==> src/rtl/agc_datapath.sv <==
// AGC register/ALU datapath: holds A, B, G, LP, Q, X, Y, Z and executes the
// load pulses issued by the sequencing FSM. No sequencing of its own.
module agc_datapath #(
    parameter int WIDTH    = 16,
    parameter int ADDR_W   = 12,
    parameter int RESET_PC = 0
) (
    input  logic              clk,
    input  logic              reset,
    input  logic              mem_wr,
    input  logic              lp_wr,
    input  logic              g_wr,
    input  logic              q_wr,
    input  logic              b_wr,
    input  logic              a_wr,
    input  logic              y_wr,
    input  logic              x_wr,
    input  logic              z_wr,
    input  logic              maddr_mux,
    input  logic              mdata_mux,
    input  logic              lp_mux,
    input  logic              g_mux,
    input  logic              b_mux,
    input  logic [1:0]        q_mux,
    input  logic [1:0]        a_mux,
    input  logic [1:0]        x_mux,
    input  logic [1:0]        z_mux,
    input  logic [2:0]        y_mux,
    input  logic [2:0]        alu_op,
    input  logic [WIDTH-1:0]  mem_rdata,
    output logic [ADDR_W-1:0] mem_addr,
    output logic [WIDTH-1:0]  mem_wdata,
    output logic              mem_we,
    output logic [2:0]        opcode,
    output logic [1:0]        qc,
    output logic [WIDTH-1:0]  pc
);

    logic [WIDTH-1:0]   r_a, r_b, r_g, r_lp, r_q, r_x, r_y, r_z;
    logic [WIDTH-1:0]   w_alu_y;
    logic [2*WIDTH-1:0] w_prod;
    logic [WIDTH-1:0]   w_den;
    logic [WIDTH-1:0]   w_b_addr;
    logic [WIDTH-1:0]   w_q_src, w_a_src, w_x_src, w_z_src, w_y_src;

    assign w_prod   = {{WIDTH{1'b0}}, r_x} * {{WIDTH{1'b0}}, r_y};
    // Divisor forced nonzero so the divider never sees 0; the Y==0 results are selected below.
    assign w_den    = (r_y == '0) ? WIDTH'(1) : r_y;
    assign w_b_addr = {{(WIDTH-ADDR_W){1'b0}}, r_b[ADDR_W-1:0]};

    always_comb begin
        w_alu_y = r_x;
        case (alu_op)
            3'd0: w_alu_y = r_x + r_y;
            3'd1: w_alu_y = r_x - r_y;
            3'd2: w_alu_y = r_x & r_y;
            3'd3: w_alu_y = w_prod[WIDTH-1:0];
            3'd4: w_alu_y = w_prod[2*WIDTH-1:WIDTH];
            3'd5: w_alu_y = (r_y == '0) ? r_x : (r_x % w_den);
            3'd6: w_alu_y = (r_y == '0) ? '1 : (r_x / w_den);
            default: w_alu_y = r_x;
        endcase
    end

    always_comb begin
        w_q_src = r_a;
        w_a_src = mem_rdata;
        w_x_src = mem_rdata;
        w_z_src = mem_rdata;
        w_y_src = '0;
        case (q_mux)
            2'd0: w_q_src = r_a;
            2'd1: w_q_src = w_alu_y;
            2'd2: w_q_src = r_z;
            default: w_q_src = mem_rdata;
        endcase
        case (a_mux)
            2'd0: w_a_src = mem_rdata;
            2'd1: w_a_src = w_alu_y;
            2'd2: w_a_src = ~r_g;
            default: w_a_src = r_g;
        endcase
        case (x_mux)
            2'd0: w_x_src = mem_rdata;
            2'd1: w_x_src = r_z;
            2'd2: w_x_src = r_a;
            default: w_x_src = r_b;
        endcase
        case (z_mux)
            2'd0: w_z_src = mem_rdata;
            2'd1: w_z_src = w_alu_y;
            2'd2: w_z_src = w_b_addr;
            default: w_z_src = r_z;
        endcase
        case (y_mux)
            3'd1: w_y_src = r_a;
            3'd2: w_y_src = WIDTH'(1);
            3'd3: w_y_src = r_b;
            3'd4: w_y_src = '1;
            default: w_y_src = '0;
        endcase
    end

    // Register bank: every source reads pre-edge values, reset beats all pulses.
    always_ff @(posedge clk) begin
        if (reset) begin
            r_a  <= '0;
            r_b  <= '0;
            r_g  <= '0;
            r_lp <= '0;
            r_q  <= '0;
            r_x  <= '0;
            r_y  <= '0;
            r_z  <= WIDTH'(RESET_PC);
        end else begin
            if (a_wr)  r_a  <= w_a_src;
            if (b_wr)  r_b  <= b_mux  ? w_alu_y : mem_rdata;
            if (g_wr)  r_g  <= g_mux  ? w_alu_y : mem_rdata;
            if (lp_wr) r_lp <= lp_mux ? w_alu_y : mem_rdata;
            if (q_wr)  r_q  <= w_q_src;
            if (x_wr)  r_x  <= w_x_src;
            if (y_wr)  r_y  <= w_y_src;
            if (z_wr)  r_z  <= w_z_src;
        end
    end

    assign mem_addr  = maddr_mux ? r_b[ADDR_W-1:0] : r_z[ADDR_W-1:0];
    assign mem_wdata = mdata_mux ? w_alu_y : r_a;
    assign mem_we    = mem_wr & ~reset;
    assign opcode    = r_b[14:12];
    assign qc        = r_b[11:10];
    assign pc        = r_z;

endmodule

==> config.mk <==
export PLATFORM = sky130hd
export DESIGN_NAME = agc_datapath
export DESIGN_NICKNAME = d
export VERILOG_FILES = /design/src/rtl/agc_datapath.sv
export SDC_FILE = /design/constraint.sdc
export NUM_CORES = 1
export LEC_CHECK = 0
export CORE_UTILIZATION = 53
export CTS_CLUSTER_SIZE = 8
export DETAILED_ROUTE_END_ITERATION = 6
export PLACE_DENSITY = 0.78
export SLEW_MARGIN = 40
export SYNTH_ARGS = -nofsm -noshare
export SYNTH_HDL_FRONTEND = slang
export SYNTH_SLANG_ARGS = --single-unit
==> constraint.sdc <==
create_clock -name clk -period 63 [get_ports clk]
set_clock_uncertainty 0.15 [all_clocks]
set_input_delay 12.6 -clock clk [delete_from_list [all_inputs] [get_ports clk]]
set_output_delay 12.6 -clock clk [all_outputs]
set_load 0.02 [all_outputs]
==> results_dict.tcl <==
set metrics [dict create \
    final_area_sq_mm 0.0257 \
    io_pins 96 \
    postCtsSetupBuffers 0 \
    fmax_ghz 0.0201 \
    numPortBuffers 90 \
    post-route-min-period_ps 49850 \
    num_rows 77 \
    area_delta_synth_final_pct 7.37 \
    gp_congestion 1.03 \
    viasPerCell 6.62 \
    slowest_delay_ps 940 \
    die_w_microns 214 \
    drt_first_pass_iters 6 \
    ys_types 93 \
    pre_cts_slack_ps 14780 \
    slew_headroom_pct 38.3 \
    rsz0062_at_grt "no" \
    critical_path.most_common_cell "ha_1" \
    die_h_microns 214 \
    synth-edff-count 0 \
    tightestPinTransition_ps 902 \
    cts-root-buf "clkbuf_16" \
    cts_hold_buf 0 \
    synth-main-ff-cell "dfxtp_1" \
    fin_tns_setup_ps 0 \
    path_clk_slew_ps 70 \
    path_delay_family "compound AO/OA/AOI/OAI gates" \
    cp_data_required_time_ps 50250 \
    grt_first_pass_wirelength_mm 139 \
    finalSetupViolations 0 \
    nets 3668 \
    dpl.hpwl_mm 69.3 \
    vias 24900 \
    avgSynthCellArea_sq_um 7.52 \
    die_area_sq_mm 0.0459 \
    cp_num_buf_inv 6 \
    hold_viol 0 \
    outcome "finished, final reports clean" \
    fin_util_pct 57.9 \
    syn-cell-area_sq_mm 0.0239 \
    insertion_delay_ps 360 \
    syn_nets 3679 \
    grt_usage_pct 38.7 \
    async_flop_share_pct 0 \
    cts_tree "yes" \
    clock_sinks 96 \
    synth.top_cell.area_share_pct 16.4 \
    ys_seq_area_share_pct 8.04 \
    n_fill_cell 4105 \
    worstSetupEndpointType "output pin" \
    grt_max_degree 68 \
    setup.worst_path.start_class "register" \
    final_antenna_net_count 0 \
    routedWlPerCell_microns 24.1 \
    routed_wl_mm 90.7 \
    arrival_ps 37100 \
    report.final.slew_viol_count 0 \
    cts_inserted_buffers 9 \
    cts_buffer_depth 2 \
    ys_warn_count 0 \
    core_area_sq_mm 0.0443 \
    drcViolationCount 0 \
    placed_area_sq_mm 0.0253 \
    synth.most_common_cell "nand2_1" \
    yosys.area.top_type "fa_1" \
    cts_max_level 3 \
    hp-class "reg2reg" \
    synthTopCellsByArea "fa_1 16%, ha_1 14%, dfxtp_1 8.0%" \
    setup_ws_ps 13150 \
    yosys_register_bits 96 \
    path_max_fanout 20 \
    antenna_found_initial 3 \
    drt-initial-drc-count 2422 \
    slowest_stage "or4_1" \
    grt_pass1_vias 24400 \
    drive_above_1_share_pct 6.65 \
    cts_resized 0 \
    period_share_pct 79.1 \
    worst-setup-path-type "reg2out" \
    gr-total-overflow 0 \
    netlist_instances 3179 \
    synth_commonest_cells "381 x nand2_1, 302 x inv_1, 278 x nor2_1" \
    maxCapViolCount 0 \
    initial_utilization_pct 53.9 \
]
state kept, by name, indices dropped and copies added (netlist names):
name and cells:
pc 16, r_a 16, r_b 16, r_g 16, r_x 16, r_y 16
through the flow:
stage,std cells,hold WS (ps)
after CTS,3765,344
after global routing,3765,376
final,3766,345
after global placement,3749,308
after detailed placement,3749,327
after floorplan,3179,291
cells by family (layout without fill, tap and decap cells):
group           after synthesis  in the layout  share of synthesized area (%)
simple gates               1083           1083                           21.1
compound gates              840            840                           23.7
buf+inv                     493            487                           7.95
fa+ha+maj                   454            454                           29.9
xor+xnor                    116            116                           4.25
mux                          97             97                           5.03
flops                        96             96                           8.04
other cells                   0              1                              0
worst register-to-register path: cells and delay by family, from the launching register on:
family                   cells  cell delay, ps
adder cells (fa/ha/maj)     16            5220
buffers and inverters        5             950
AND/OR/NAND/NOR             33            9440
AO/OA/AOI/OAI               58           19650
flip-flops                   1             300
multiplexers                 2             530
final timing paths:
check / from / endpoint / slack (ps) / depth (start not counted)
setup / recovery: r_y[0] / mem_wdata[11] / 13150 / 115
hold / removal: r_g[4] / r_g[4] / 350 / 2
setup reg to reg: r_y[0] / r_g[11] / 26620 / 114
hold reg to reg: r_g[4] / r_g[4] / 350 / 2
routing by layer:
layer,track usage (%),up-vias,routed length (microns)
met4,18.2,0,4680
met2,61.4,1552,40200
met5,0,-,0
met3,7.49,282,10100
met1,50.6,11900,35800
li1,-,11200,-
final cells by class:
| cell class | instances | area [sq um] | area share, % |
|---|---|---|---|
| clock buffer | 9 | 225 | 0.878 |
| sequential | 96 | 1920 | 7.49 |
| tap | 592 | 741 | 2.89 |
| multi-input combinational | 2590 | 20100 | 78.4 |
| antenna | 1 | 2.50 | 0.00975 |
| inverter | 310 | 1160 | 4.53 |
| clock inverter | 7 | 87.6 | 0.341 |
| timing repair buffer | 161 | 1400 | 5.47 |
cell usage in the layout (no fill, tap or decap), types with 20 or more instances in the layout:
| cell type | n |
|---|---|
| a211oi_1 | 38 |
| a21o_1 | 56 |
| a21oi_1 | 210 |
| a31oi_1 | 60 |
| and2_1 | 60 |
| buf_4 | 71 |
| clkdlybuf4s50_1 | 84 |
| dfxtp_1 | 96 |
| fa_1 | 196 |
| ha_1 | 258 |
| inv_1 | 300 |
| mux2_2 | 24 |
| mux2i_1 | 57 |
| nand2_1 | 381 |
| nand2b_1 | 25 |
| nand3_1 | 66 |
| nand4_1 | 21 |
| nor2_1 | 277 |
| nor2b_1 | 23 |
| nor3_1 | 92 |
| o211ai_1 | 40 |
| o21a_1 | 57 |
| o21ai_0 | 146 |
| o221a_2 | 21 |
| o221ai_1 | 21 |
| o31ai_1 | 20 |
| or3_1 | 38 |
| xnor2_1 | 70 |
| xor2_1 | 46 |
Power is not shown: default switching activity piles up to over one toggle a cycle in this logic, so the estimate is an artifact.
